===== src/rtl/ts_access_arbiter.sv =====
// Time-surface memory port arbiter: queued event writes, classifier reads and a
// full-surface clear sweep share one single-port RAM (1-cycle read latency).
module ts_access_arbiter #(
  parameter int ADDR_BITS       = 8,
  parameter int TS_BITS         = 16,
  parameter int FIFO_DEPTH      = 4,
  parameter int MAX_READ_STREAK = 4,
  localparam int LVL_W          = $clog2(FIFO_DEPTH + 1)
) (
  input  logic                   clk,
  input  logic                   rst,
  input  logic                   event_valid,
  input  logic [ADDR_BITS/2-1:0] event_x,
  input  logic [ADDR_BITS/2-1:0] event_y,
  input  logic [TS_BITS-1:0]     event_ts,
  output logic                   event_ready,
  input  logic                   rd_req,
  input  logic [ADDR_BITS-1:0]   rd_addr,
  output logic                   rd_grant,
  output logic                   rd_data_valid,
  output logic [TS_BITS-1:0]     rd_data,
  input  logic                   clr_start,
  output logic                   clr_busy,
  output logic                   clr_done,
  output logic                   mem_en,
  output logic                   mem_we,
  output logic [ADDR_BITS-1:0]   mem_addr,
  output logic [TS_BITS-1:0]     mem_wdata,
  input  logic [TS_BITS-1:0]     mem_rdata,
  output logic [LVL_W-1:0]       fifo_level
);

  localparam int PTR_W = (FIFO_DEPTH > 1) ? $clog2(FIFO_DEPTH) : 1;
  localparam int STK_W = $clog2(MAX_READ_STREAK + 1);
  localparam logic [LVL_W-1:0] LVL_FULL = LVL_W'(FIFO_DEPTH);
  localparam logic [STK_W-1:0] STK_MAX  = STK_W'(MAX_READ_STREAK);

  typedef enum logic [0:0] {ST_RUN, ST_CLEAR} state_t;

  state_t r_state;
  state_t w_state_nxt;

  logic [ADDR_BITS-1:0] r_fifo_addr [FIFO_DEPTH];
  logic [TS_BITS-1:0]   r_fifo_ts   [FIFO_DEPTH];
  logic [PTR_W-1:0]     r_wr_ptr;
  logic [PTR_W-1:0]     r_rd_ptr;
  logic [LVL_W-1:0]     r_level;
  logic [STK_W-1:0]     r_streak;
  logic [ADDR_BITS:0]   r_clr_addr;
  logic                 r_clr_done;
  logic                 r_rd_vld_p1;
  logic                 r_rd_vld_p2;
  logic [TS_BITS-1:0]   r_rd_data_p2;

  logic                 w_fifo_empty;
  logic                 w_fifo_full;
  logic                 w_ready;
  logic                 w_push;
  logic                 w_pop;
  logic                 w_rd_gnt;
  logic                 w_wr_gnt;
  logic                 w_clr_wr;
  logic                 w_clr_last;
  logic [ADDR_BITS:0]   w_clr_addr_inc;

  assign w_fifo_empty   = (r_level == '0);
  assign w_fifo_full    = (r_level == LVL_FULL);
  assign w_ready        = (r_level < LVL_FULL);
  assign w_push         = event_valid && w_ready;
  assign w_pop          = w_wr_gnt;
  assign w_clr_addr_inc = r_clr_addr + 1'b1;

  always_ff @(posedge clk) begin
    if (rst) begin
      r_state <= ST_RUN;
    end else begin
      r_state <= w_state_nxt;
    end
  end

  // Arbitration: full FIFO forces a write, reads win otherwise until the streak cap.
  always_comb begin
    w_state_nxt = r_state;
    w_rd_gnt    = 1'b0;
    w_wr_gnt    = 1'b0;
    w_clr_wr    = 1'b0;
    w_clr_last  = 1'b0;
    case (r_state)
      ST_RUN: begin
        if (w_fifo_full) begin
          w_wr_gnt = 1'b1;
        end else if (rd_req && (w_fifo_empty || (r_streak < STK_MAX))) begin
          w_rd_gnt = 1'b1;
        end else if (!w_fifo_empty) begin
          w_wr_gnt = 1'b1;
        end
        if (clr_start) begin
          w_state_nxt = ST_CLEAR;
        end
      end
      ST_CLEAR: begin
        w_clr_wr = 1'b1;
        if (w_clr_addr_inc[ADDR_BITS]) begin
          w_clr_last  = 1'b1;
          w_state_nxt = ST_RUN;
        end
      end
      default: w_state_nxt = ST_RUN;
    endcase
  end

  always_comb begin
    mem_addr  = '0;
    mem_wdata = '0;
    if (w_clr_wr) begin
      mem_addr = r_clr_addr[ADDR_BITS-1:0];
    end else if (w_rd_gnt) begin
      mem_addr = rd_addr;
    end else if (w_wr_gnt) begin
      mem_addr  = r_fifo_addr[r_rd_ptr];
      mem_wdata = r_fifo_ts[r_rd_ptr];
    end
  end

  assign mem_en = w_rd_gnt || w_wr_gnt || w_clr_wr;
  assign mem_we = w_wr_gnt || w_clr_wr;

  // Event FIFO: storage is not reset, only pointers and level.
  always_ff @(posedge clk) begin
    if (w_push) begin
      r_fifo_addr[r_wr_ptr] <= {event_y, event_x};
      r_fifo_ts[r_wr_ptr]   <= event_ts;
    end
  end

  always_ff @(posedge clk) begin
    if (rst) begin
      r_wr_ptr <= '0;
      r_rd_ptr <= '0;
      r_level  <= '0;
    end else begin
      if (w_push) begin
        r_wr_ptr <= r_wr_ptr + 1'b1;
      end
      if (w_pop) begin
        r_rd_ptr <= r_rd_ptr + 1'b1;
      end
      case ({w_push, w_pop})
        2'b10:   r_level <= r_level + 1'b1;
        2'b01:   r_level <= r_level - 1'b1;
        default: r_level <= r_level;
      endcase
    end
  end

  always_ff @(posedge clk) begin
    if (rst) begin
      r_streak <= '0;
    end else if (w_fifo_empty || w_wr_gnt) begin
      r_streak <= '0;
    end else if (w_rd_gnt && (r_streak < STK_MAX)) begin
      r_streak <= r_streak + 1'b1;
    end
  end

  // The extra MSB marks sweep completion so the counter never wraps into a second pass.
  always_ff @(posedge clk) begin
    if (rst) begin
      r_clr_addr <= '0;
      r_clr_done <= 1'b0;
    end else begin
      r_clr_done <= w_clr_last;
      if (r_state == ST_CLEAR) begin
        r_clr_addr <= w_clr_addr_inc;
      end else begin
        r_clr_addr <= '0;
      end
    end
  end

  // p1: RAM access in flight; p2: RAM data captured for the classifier.
  always_ff @(posedge clk) begin
    if (rst) begin
      r_rd_vld_p1  <= 1'b0;
      r_rd_vld_p2  <= 1'b0;
      r_rd_data_p2 <= '0;
    end else begin
      r_rd_vld_p1 <= w_rd_gnt;
      r_rd_vld_p2 <= r_rd_vld_p1;
      if (r_rd_vld_p1) begin
        r_rd_data_p2 <= mem_rdata;
      end
    end
  end

  assign event_ready   = w_ready;
  assign rd_grant      = w_rd_gnt;
  assign rd_data_valid = r_rd_vld_p2;
  assign rd_data       = r_rd_data_p2;
  assign clr_busy      = (r_state == ST_CLEAR);
  assign clr_done      = r_clr_done;
  assign fifo_level    = r_level;

endmodule


===== config.mk =====
export PLATFORM = sky130hd
export DESIGN_NAME = ts_access_arbiter
export DESIGN_NICKNAME = d
export VERILOG_FILES = /design/src/rtl/ts_access_arbiter.sv
export SDC_FILE = /design/constraint.sdc
export NUM_CORES = 1
export LEC_CHECK = 0
export BUFFER_PORTS_ARGS = -buffer_cell sky130_fd_sc_hd__buf_2
export CAP_MARGIN = 40
export CORE_ASPECT_RATIO = 0.8
export CORE_MARGIN = 2
export CORE_UTILIZATION = 45
export CTS_CLUSTER_DIAMETER = 200
export DETAILED_ROUTE_END_ITERATION = 8
export GPL_TIMING_DRIVEN = 0
export PLACE_DENSITY = 0.67
export SLEW_MARGIN = 5
export SYNTH_ARGS = -nofsm -noshare
export SYNTH_HDL_FRONTEND = slang
export SYNTH_SLANG_ARGS = --single-unit

===== constraint.sdc =====
create_clock -name clk -period 2.5 [get_ports clk]
set_input_delay 0.125 -clock clk [delete_from_list [all_inputs] [get_ports clk]]
set_output_delay 0.125 -clock clk [all_outputs]
set_load 0.02 [all_outputs]

# Word-level counts from Yosys, hierarchy flattened
# Memories as Yosys holds them, arrays and structs flattened. A register that Yosys moved wholly into a read port is not among the register bits.
# Index checks and enable logic that the tools add are counted.
[totals] out_inout_bits=50 memories=2 inputBits=53 ramBits=96 word_cells=61 reg_bits=39
[memory_table] name="r_fifo_ts" depth=4 word_bits=16 rd=1 rd_clocked_by_memory_dff=1 write_ports=1 line_no="44" source="logic [TS_BITS-1:0] r_fifo_ts [FIFO_DEPTH];"
[memory_table] name="r_fifo_addr" depth=4 word_bits=8 rd=1 rd_clocked_by_memory_dff=1 write_ports=1 line_no="43" source="logic [ADDR_BITS-1:0] r_fifo_addr [FIFO_DEPTH];"
[classes] n_eq_ne=3 n_bitwise=1 n_addsub=6 order_cmp=2 reduce_logical=12 mux=25
[op_table] operator="two-way mux 16 bit" n=3
[op_table] operator="two-way mux 8 bit" n=3
[op_table] operator="two-way mux 1 bit" n=13
[op_table] operator="adder 9 x 1 -> 9 bit (second input constant)" n=1
[op_table] operator="two-way mux 2 bit" n=4
[op_table] operator="adder 3 x 1 -> 3 bit (second input constant)" n=2
[op_table] operator="< comparator 3 bit (second input constant)" n=2
[op_table] operator="one-hot mux 3 bit (2 select lines)" n=1
[op_table] operator="logical OR 1 bit" n=5
[op_table] operator="adder 2 x 1 -> 2 bit (second input constant)" n=2
[op_table] operator="OR reduction 2 bit" n=2
[op_table] operator="== test 3 bit (second input constant)" n=1
[op_table] operator="logical AND 1 bit" n=3
[op_table] operator="logical NOT 3 bit" n=1
[op_table] operator="subtractor 3 x 1 -> 3 bit (second input constant)" n=1
[op_table] operator="== test 2 x 1 -> 1 bit (second input constant)" n=1
[op_table] operator="== test 2 bit (second input constant)" n=1
[op_table] operator="one-hot mux 1 bit (2 select lines)" n=1
[op_table] operator="nonzero test 2 bit" n=1
[op_table] operator="inverter 1 bit" n=1

# Depth between registers and ports, before layout
# Gate-level depths: netlist (run 1).
[logic_depth] word_depth=9 mapped_depth=9 mapped_depth_nobuf=8

# Worst setup path after synthesis (run 1)
# Ideal clock, no wire load.
[synth_timing] kind="register to register" startpoint="reg r_level[0], in the netlist fifo_level[0]" endpoint="reg r_level[2], in the netlist fifo_level[2]" required_ns=2.430 setup_time_ns=0.070 slack_ns=0.103 n_path_buf=1 stages_incl_launch_ff=10 t_arrival_ns=2.327 period_less_slack_ns=2.397 path_cell_list="dfxtp_1 or3_4 o211a_2 clkbuf_1 ha_1 inv_1 fa_1 xor2_1 or3_1 a21oi_1"
[synth_between] elab_chain_len=8 word_cells_on_any_way=16 classes_between="add/sub: 2; order compare: 1; eq/ne: 3; mux: 5; reduce/logical: 5"
[synth_lines] element="start: declaration" line_no="47" source="logic [LVL_W-1:0] r_level;"
[synth_lines] element="start signal: assignment" line_no="149" source="2'b10: r_level <= r_level + 1'b1;"
[synth_lines] element="start signal: assignment" line_no="150" source="2'b01: r_level <= r_level - 1'b1;"
[synth_lines] element="start signal: assignment" line_no="151" source="default: r_level <= r_level;"
[synth_lines] element="logical NOT 3 bit" line_no="66" source="assign w_fifo_empty = (r_level == '0);"
[synth_lines] element="logical OR 1 bit" line_no="92" source="end else if (rd_req && (w_fifo_empty || (r_streak < STK_MAX))) begin"
[synth_lines] element="logical AND 1 bit" line_no="92"
[synth_lines] element="two-way mux 1 bit" line_no="92"
[synth_lines] element="two-way mux 1 bit" line_no="90" source="if (w_fifo_full) begin"
[synth_lines] element="two-way mux 1 bit" line_no="88" source="case (r_state)"
[synth_lines] element="== test 2 x 1 -> 1 bit or == test 2 bit (tied branches)" line_no="148" source="case ({w_push, w_pop})"
[synth_lines] element="one-hot mux 3 bit (2 select lines) or nonzero test 2 bit (tied branches)"
# Several ways; a longest one is shown, not always the timed one.
# A chain may end at the register's enable or synchronous reset.

==> metrics.yaml, run 1 <==
placed_design:
  pre_cts_slack_ns: -0.227
  routabilityCongestion: 0.772
  dpl.hpwl_um: 7510
  dpl_cell_area_um2: 6280
  portBuffers: 102
timing:
  finalCritPeriodShare: 0.947
  max_slew_margin: 0.532
  finClkSkew_ns: 0.00938
  slew_violations: 0
  worstMarginPinSlew_ns: 0.703
  grt_setup_unrepaired: "false"
  tns_ns: 0
  setup_viol: 0
  period_needed_ns: 2.37
  setup_slack_ns: 0.132
  timing.fmax_ghz: 0.422
  finalHoldViolations: 0
clock_network:
  cts_htree_levels: 4
  clk_path_buf_depth: 2
  clk_pin_slew_ns: 0.06
  cts-root-buf: "clkbuf_16"
  cts_tree: "done"
  cts_sinks: 136
  clkLatencyLatePin_ns: 0.42
  cts_buffers: 17
route:
  met1_length_um: 5060
  top_layer_used: "met4"
  wl_met3_um: 439
  wl_um: 11100
  drt-wirelength-per-cell_um: 16.5
  viasPerCell: 5.08
  drtPass1Iterations: 6
  drc: 0
  vias: 3416
  ant_nets: 0
  wl_met2_um: 5480
  drt_iter0_drc: 168
floorplan:
  dieHeight_um: 103
  rows: 36
  die_x_um: 127
  design.core.area_um2: 12000
  io_pins: 103
  die-area_um2: 13100
  floorplan.initialDensity: 0.456
setup_path:
  r2r_setup_slack_ns: 0.19
  critPathKind: "reg2out"
  max_stage_delay_ns: 0.39
  critPathRequiredTime_ns: 2.38
  critPathTopFamily: "buffers and inverters"
  start_kind: "flop"
  arrival_ns: 2.24
  critical_path.slowest_cell: "mux4_2"
  rr_endpoint: "fifo_level[2]$_SDFFE_PP0P_"
  worst_r2r_path_depth: 8
  critical_path.cell_chain: "clkbuf_1 > buf_2 > mux4_2 > a221o_1 > buf_2"
  cp_max_fo: 10
  rr_startpoint: "fifo_level[0]$_SDFFE_PP0P_"
  cp_common_cell: "buf_2"
  critPathCaptureType: "output port"
  path_buf_inv: 3
worst_hold_path:
  worst_hold_path.num_cells: 3
  hold_path_class: "in2reg"
  whs_endpoint: "rd_data[8]$_SDFFE_PP0P_"
  worstHoldStart: "mem_rdata[8]"
run:
  cap_violations: 0
logic_synthesis:
  syn_avg_cell_area_um2: 16.0
  synth_seq_cells: 136
  synthArstFlopShare: 0
  netlist_area_um2: 5480
  netlist_instances: 342
  synth_cell_types: 41
  synth_seq_area_share: 0.672
  syn_nets: 403
  yosysWarnings: 0
  synth_edf_count: 96
  synth_ff_type: "edfxtp_1"
grt:
  grt_max_degree: 17
  grt_pass1_vias: 3376
  overflow: 0
  grt_pass1_wl_um: 17200
  grt_usage: 0.177
  grt_antenna_before_repair: 0
outcome:
  outcome: "finished clean"
layout:
  final_cell_area_um2: 7280
  syn_to_final_growth_pct: 32.9
  final_cell_mix: "106 x buf_2, 96 x edfxtp_1, 40 x dfxtp_1, 40 x dlygate4sd3_1, 30 x nor2_1"
  diodes: 0
  drive_gt1_frac: 0.329
  final_common_cell: "buf_2"
  nets: 569
power:
  power_frac_comb: 0.291
  sequentialPowerShare: 0.376
  p_sw_mw: 2.27
  power_density_nw_per_um2: 1040
  peakVddDrop_v: 0.000561
  p_sw_frac: 0.300
  p_leak_nw: 2.79
  clockPowerShare: 0.333
  p_int_mw: 5.29
==> worst min-delay path: cells and delay by family <==
| kind | cells | cell delay, ns |
|---|---|---|
| muxes | 1 | 0.07 |
| and+or+nand+nor | 1 | 0.12 |
| buffers and inverters | 1 | 0.08 |
==> cells by family after synthesis <==
kind of cell	synth area share
adders and majority gates	0.0196
and+or+nand+nor	0.0925
muxes	0.143
xor gates and xnor gates	0.00959
DFF	0.672
AOI/OAI and AO/OA	0.0386
buffers and inverters	0.0249
==> sequential cells by signal (all words and copies together), names as in the netlist, 2 cells and up, named ones only <==
signal / flops
rd_data: 16
r_wr_ptr: 2
r_clr_addr: 9
r_fifo_addr: 32
r_fifo_ts: 64
r_rd_ptr: 2
fifo_level: 3
r_streak: 3
==> synthesized netlist by cell type, types with 3 or more instances <==
master / count / area share
or3_1: 6 / 0.0069
a221o_1: 8 / 0.015
dfxtp_1: 40 / 0.15
mux4_2: 16 / 0.066
nand2b_1: 4 / 0.0046
ha_1: 7 / 0.016
nor2_1: 30 / 0.021
inv_1: 10 / 0.0069
xor2_1: 4 / 0.0064
nand2_1: 5 / 0.0034
a21oi_1: 6 / 0.0055
buf_2: 3 / 0.0027
nor2b_1: 4 / 0.0046
edfxtp_1: 96 / 0.53
clkbuf_1: 10 / 0.0069
and2_1: 28 / 0.032
mux4_1: 8 / 0.038
mux2i_1: 17 / 0.031
nand3_1: 5 / 0.0046
a211oi_1: 3 / 0.0041
o21ai_0: 7 / 0.0064
==> per-layer routing <==
layer  vias up  global-route usage
met5         -                   0
met4         0              0.0634
met3        14              0.0566
met2        88               0.292
met1      1677               0.224
li1       1637                   -
==> worst max-delay path by stage <==
stage | cells after the start | to
finish | 5 | mem_addr[4]
global route | 5 | mem_addr[4]
CTS | 5 | mem_wdata[8]
detailed placement | 9 | fifo_level[2]$_SDFFE_PP0P_
global placement | 9 | fifo_level[2]$_SDFFE_PP0P_
floorplan | 9 | fifo_level[2]$_SDFFE_PP0P_
==> power groups by stage <==
stage               clock, mW  combinational (mW)  sequential, mW
floorplan                   0                1.44            2.91
global placement            0                2.04            2.88
detailed placement          0                2.15            2.89
CTS                      2.55                2.21            2.84
global route             2.68                2.37            2.87
finish                   2.52                2.20            2.84
==> through the flow <==
step	hold slack [ns]	util	power [mW]	std cells
6_report	0.0310	0.605	7.56	672
5_1_grt	0.0326	0.605	7.92	672
4_1_cts	0.00609	0.605	7.60	672
3_5_place_dp	0.339	0.522	5.04	602
3_3_place_gp	0.335	0.514	4.92	596
2_1_floorplan	0.224	-	4.35	342
==> layout make-up <==
cell class / instances / area (um^2)
clock buffers: 17 / 425
flip-flops and latches: 136 / 3680
fillers: 910 / 4750
repair buffers: 148 / 1010
clock inverters: 14 / 171
multi-input cells: 179 / 1670
well taps: 152 / 190
inverters: 10 / 37.5
plain buffers: 16 / 98.8
==> timing repair <==
item	CTS	global route
endpoints found under the setup margin	6	18
endpoints found under the hold margin	112	0
gates resized for setup	1	6
hold buffers	40	0
buffers inserted	0	0
Note: power is estimated with default switching activity, not from simulation.
==> run 2, diff against run 1 <==
--- a/config.mk
+++ b/config.mk
@@ -8,7 +8,7 @@
 export BUFFER_PORTS_ARGS = -buffer_cell sky130_fd_sc_hd__buf_2
 export CAP_MARGIN = 40
 export CORE_ASPECT_RATIO = 0.8
-export CORE_MARGIN = 2
+export CORE_MARGIN = 4
 export CORE_UTILIZATION = 45
 export CTS_CLUSTER_DIAMETER = 200
 export DETAILED_ROUTE_END_ITERATION = 8
==> metrics.yaml, run 2 (same netlist as run 1, synthesis figures left out) <==
floorplan:
  die_x_um: 131  # +3.1%
  rows: 35  # -2.8%
  io_pins: 103  # unchanged
  floorplan.initialDensity: 0.469  # +0.0130
  dieHeight_um: 107  # +3.9%
  design.core.area_um2: 11700  # -2.8%
  die-area_um2: 14000  # +7.2%
timing:
  finalHoldViolations: 0  # unchanged
  finalCritPeriodShare: 0.928  # -0.0187
  setup_viol: 0  # unchanged
  holdWs_ns: 0.0974  # +0.0665 ns
  setup_slack_ns: 0.179  # +0.0469 ns
  grt_setup_unrepaired: "false"
  tns_ns: 0  # unchanged
  worstMarginPinSlew_ns: 0.829  # +0.127 ns
  slew_violations: 0  # unchanged
  period_needed_ns: 2.32  # -0.0469 ns
  finClkSkew_ns: 0.00913  # -0.000249 ns
  timing.fmax_ghz: 0.431  # +2.0%
  max_slew_margin: 0.447  # -0.0846
setup_path:
  arrival_ns: 2.20  # -0.04 ns
  r2r_setup_slack_ns: 0.25  # +0.06 ns
  rr_endpoint: "fifo_level[2]$_SDFFE_PP0P_"
  worst_r2r_path_depth: 8  # unchanged
  critical_path.cell_chain: "clkbuf_1 > buf_2 > mux4_2 > a221o_1 > buf_2"
  critPathKind: "reg2out"
  critPathRequiredTime_ns: 2.38  # about the same
  rr_startpoint: "fifo_level[0]$_SDFFE_PP0P_"
  critPathCaptureType: "output port"
  cp_common_cell: "buf_2"
  max_stage_delay_ns: 0.40  # about the same
  critical_path.slowest_cell: "mux4_2"
  start_kind: "flop"
  cp_max_fo: 10  # unchanged
layout:
  fin_cells: 668  # -0.60%
  final_cell_mix: "106 x buf_2, 96 x edfxtp_1, 41 x dlygate4sd3_1"
  final_util: 0.622  # +0.0170
  syn_to_final_growth_pct: 32.8  # about the same
  regMostFlops: "r_fifo_ts"
  final_cell_area_um2: 7280  # about the same
  final_common_cell: "buf_2"
  nets: 568  # -0.18%
  drive_gt1_frac: 0.320  # -0.00900
  largest_reg_flops: 64  # unchanged
power:
  power_frac_comb: 0.294  # +0.003
  p_int_mw: 5.28  # -0.17%
  p_total_mw: 7.51  # -0.71%
  power_density_nw_per_um2: 1030  # -0.66%
  p_sw_mw: 2.22  # -2.0%
  peakVddDrop_v: 0.000594  # +5.8%
  sequentialPowerShare: 0.379  # +0.003
  p_sw_frac: 0.296  # -0.00385
  clockPowerShare: 0.327  # -0.006
  p_leak_nw: 2.78  # -0.14%
placed_design:
  portBuffers: 102  # unchanged
  pre_cts_slack_ns: -0.182  # +0.0452 ns
  dpl_cell_area_um2: 6270  # about the same
  dp.cells: 596  # -1.0%
  routabilityCongestion: 0.737  # -4.5%
  dpl.hpwl_um: 7410  # -1.3%
clock_network:
  cts_tree: "done"
  postCtsSetupBuffers: 0  # unchanged
  clk_pin_slew_ns: 0.05  # about the same
  clk_path_buf_depth: 2  # unchanged
  cts_buffers: 17  # unchanged
  cts_sinks: 136  # unchanged
  cts-root-buf: "clkbuf_16"
  clkLatencyLatePin_ns: 0.41  # about the same
  cts_htree_levels: 4  # unchanged
grt:
  grt_usage: 0.172  # -0.00552
  grt_antenna_before_repair: 1  # +1
  overflow: 0  # unchanged
  grt_pass1_vias: 3613  # +7.0%
  grt_pass1_wl_um: 18600  # +8.5%
  grt_max_degree: 17  # unchanged
route:
  drt_iter0_drc: 175  # +4.2%
  drtPass1Iterations: 4  # -2
  ant_nets: 0  # unchanged
  drc: 0  # unchanged
  drt-wirelength-per-cell_um: 16.9  # +1.9%
  vias: 3392  # -0.70%
  wl_um: 11300  # +1.3%
  viasPerCell: 5.08  # -0.11%
worst_hold_path:
  hold_path_class: "in2reg"
  worst_hold_path.num_cells: 3  # unchanged
  whs_endpoint: "clr_busy$_SDFF_PP0_"
  worstHoldStart: "rst"
outcome:
  outcome: "finished clean"
run:
  cap_violations: 0  # unchanged
run 2: critical path: cells and delay by family (launching register included):
kind | cells | cell delay, ns
buffers and inverters | 3 | 0.76
AOI/OAI and AO/OA | 1 | 0.33
DFF | 1 | 0.30
muxes | 1 | 0.40
run 2: power groups by stage:
stage / Combinational, mW / Sequential [mW] / Clock, mW
after floorplan: 1.44 / 2.91 / 0
after global placement: 2.06 / 2.88 / 0
after detailed placement: 2.16 / 2.89 / 0
after CTS: 2.22 / 2.84 / 2.49
after global routing: 2.40 / 2.87 / 2.61
final: 2.21 / 2.84 / 2.45
run 2: worst max path at each step:
stage	startpoint	end	slack, ns	cells after the start
floorplan	fifo_level[0]$_SDFFE_PP0P_	fifo_level[2]$_SDFFE_PP0P_	0.10	9
global placement	fifo_level[0]$_SDFFE_PP0P_	fifo_level[2]$_SDFFE_PP0P_	-0.17	9
detailed placement	fifo_level[0]$_SDFFE_PP0P_	fifo_level[2]$_SDFFE_PP0P_	-0.18	9
CTS	fifo_level[0]$_SDFFE_PP0P_	mem_wdata[9]	0.03	5
global route	flop	mem_addr[4]	0.02	5
finish	flop	mem_addr[4]	0.18	5
run 2: layout make-up:
class                           count  area, um^2
Antenna cell                        1        2.50
Buffer                             16        98.8
Clock buffer                       17         425
Clock inverter                     14         158
Fill cell                         858        4420
Inverter                           10        37.5
Multi-Input combinational cell    179        1670
Sequential cell                   136        3680
Tap cell                          148         185
Timing Repair Buffer              147        1020
run 2: timing repair:
action                     4_1_cts  5_1_grt
hold buffers                    41        0
hold endpoints to repair       113        0
setup endpoints to repair        5       12
resized for setup                1        6
run 2: layer usage:
metal	GRT usage	part of all wire
met1	0.213	0.44
met2	0.286	0.50
met3	0.0549	0.054
met4	0.0607	0.0082
met5	0	0
==> run 3, diff against run 2 <==
--- a/config.mk
+++ b/config.mk
@@ -6,14 +6,15 @@
 export NUM_CORES = 1
 export LEC_CHECK = 0
 export BUFFER_PORTS_ARGS = -buffer_cell sky130_fd_sc_hd__buf_2
-export CAP_MARGIN = 40
+export CELL_PAD_IN_SITES_DETAIL_PLACEMENT = 1
+export CELL_PAD_IN_SITES_GLOBAL_PLACEMENT = 1
 export CORE_ASPECT_RATIO = 0.8
 export CORE_MARGIN = 4
 export CORE_UTILIZATION = 45
 export CTS_CLUSTER_DIAMETER = 200
 export DETAILED_ROUTE_END_ITERATION = 8
 export GPL_TIMING_DRIVEN = 0
-export PLACE_DENSITY = 0.67
+export PLACE_DENSITY_LB_ADDON = 0.1
 export SLEW_MARGIN = 5
 export SYNTH_ARGS = -nofsm -noshare
 export SYNTH_HDL_FRONTEND = slang
==> metrics.yaml, run 3 (same netlist as run 1, synthesis figures left out) <==
grt:
  grt_usage: 0.196  # +0.0241
  grt_pass1_vias: 3897  # +7.9%
  grt_max_degree: 25  # +8
  grt_antenna_before_repair: 0  # -1
  overflow: 0  # unchanged
  grt_pass1_wl_um: 21200  # +14%
placed_design:
  routabilityCongestion: 0.725  # -1.7%
  dpl.hpwl_um: 8060  # +8.8%
  portBuffers: 102  # unchanged
floorplan:
  rows: 35  # unchanged
  io_pins: 103  # unchanged
  die_x_um: 131  # unchanged
  floorplan.initialDensity: 0.469  # unchanged
  dieHeight_um: 107  # unchanged
  design.core.area_um2: 11700  # unchanged
  die-area_um2: 14000  # unchanged
route:
  wl_um: 12800  # +14%
  drtPass1Iterations: 4  # unchanged
  vias: 3482  # +2.7%
  drt-wirelength-per-cell_um: 19.2  # +14%
  viasPerCell: 5.23  # +3.0%
  ant_nets: 0  # unchanged
  drc: 0  # unchanged
  drt_iter0_drc: 236  # +35%
run:
  cap_violations: 0  # unchanged
clock_network:
  clk_path_buf_depth: 2  # unchanged
  clk_pin_slew_ns: 0.06  # about the same
  postCtsSetupBuffers: 0  # unchanged
  cts_htree_levels: 4  # unchanged
  cts-root-buf: "clkbuf_16"
  clkLatencyLatePin_ns: 0.41  # about the same
  cts_buffers: 17  # unchanged
  cts_tree: "done"
  cts_sinks: 136  # unchanged
timing:
  finalHoldViolations: 0  # unchanged
  max_slew_margin: 0.154  # -0.293
  period_needed_ns: 2.35  # +0.0286 ns
  worstMarginPinSlew_ns: 1.27  # +0.440 ns
  grt_setup_unrepaired: "false"
  finalCritPeriodShare: 0.940  # +0.0114
  slew_violations: 0  # unchanged
  timing.fmax_ghz: 0.426  # -1.2%
  setup_viol: 0  # unchanged
  finClkSkew_ns: 0.00635  # -0.00278 ns
setup_path:
  critPathRequiredTime_ns: 2.38  # about the same
  cp_max_fo: 10  # unchanged
  critPathKind: "reg2out"
  arrival_ns: 2.22  # +0.02 ns
  critPathCaptureType: "output port"
  start_kind: "flop"
layout:
  final_common_cell: "buf_2"
  final_util: 0.619  # -0.00342
  nets: 566  # -0.35%
  final_cell_mix: "105 x buf_2, 96 x edfxtp_1, 41 x dlygate4sd3_1"
  syn_to_final_growth_pct: 32.1
  diodes: 0  # -1
  drive_gt1_frac: 0.332  # +0.0122
  largest_reg_flops: 64  # unchanged
  regMostFlops: "r_fifo_ts"
power:
  peakVddDrop_v: 0.000629  # +5.9%
  p_leak_nw: 2.76  # -1.0%
  p_total_mw: 7.59  # +1.2%
  power_density_nw_per_um2: 1050  # +1.7%
outcome:
  outcome: "finished clean"
worst_hold_path:
  hold_path_class: "in2reg"
[run 3: power by group]
group / internal (mW) / total, mW / leakage, nW / switching, mW
Clock: 1.58 / 2.54 / 0.282 / 0.963
Sequential: 2.74 / 2.87 / 1.21 / 0.130
Combinational: 0.958 / 2.18 / 1.27 / 1.22
[run 3: metal layers]
layer,up-vias,part of all wire,global-route usage
met5,-,0,0
met4,0,0.013,0.0735
met3,19,0.043,0.0516
met2,79,0.51,0.343
met1,1757,0.43,0.234
li1,1627,-,-
[run 3: critical path, cell delays in order (launching register included)]
cell and delay [ns]:
dfxtp_1 0.31, clkbuf_1 0.27, clkbuf_2 0.34, mux4_2 0.41, a221o_1 0.33, buf_2 0.16
[run 3: through the flow]
stage	setup TNS [ns]	hold WS, ns	instances	area (um^2)	setup slack, ns
2_1_floorplan	0	0.224	342	5480	0.103
5_1_grt	0	0.121	666	7240	0.0140
3_5_place_dp	-0.440	0.341	592	6180	-0.326
3_3_place_gp	-0.238	0.334	592	6180	-0.227
4_1_cts	0	0.0891	665	7190	0.0126
6_report	0	0.100	666	7240	0.150
[run 3: final timing paths]
check / cells after the start / start / end / slack [ns]
max: 5 / flop / mem_addr[4] / 0.15
min: 3 / rst / clr_busy$_SDFF_PP0_ / 0.10
max reg2reg: 9 / fifo_level[0]$_SDFFE_PP0P_ / fifo_level[2]$_SDFFE_PP0P_ / 0.19
min reg2reg: 1 / r_clr_addr[0]$_SDFF_PP0_ / r_clr_addr[0]$_SDFF_PP0_ / 0.47
[run 3: what timing repair did]
item,CTS,global route
resized for setup,4,9
endpoints found under the hold margin,113,0
endpoints found under the setup margin,6,10
hold buffers,41,0
[run 3: area by class of cell]
cell class | count | area, um^2
multi-input combinational | 179 | 1670
clock inverter | 13 | 169
inverter | 10 | 37.5
fill | 1119 | 4460
timing repair buffer | 144 | 948
buffer | 17 | 105
clock buffer | 19 | 433
sequential | 136 | 3690
tap | 148 | 185
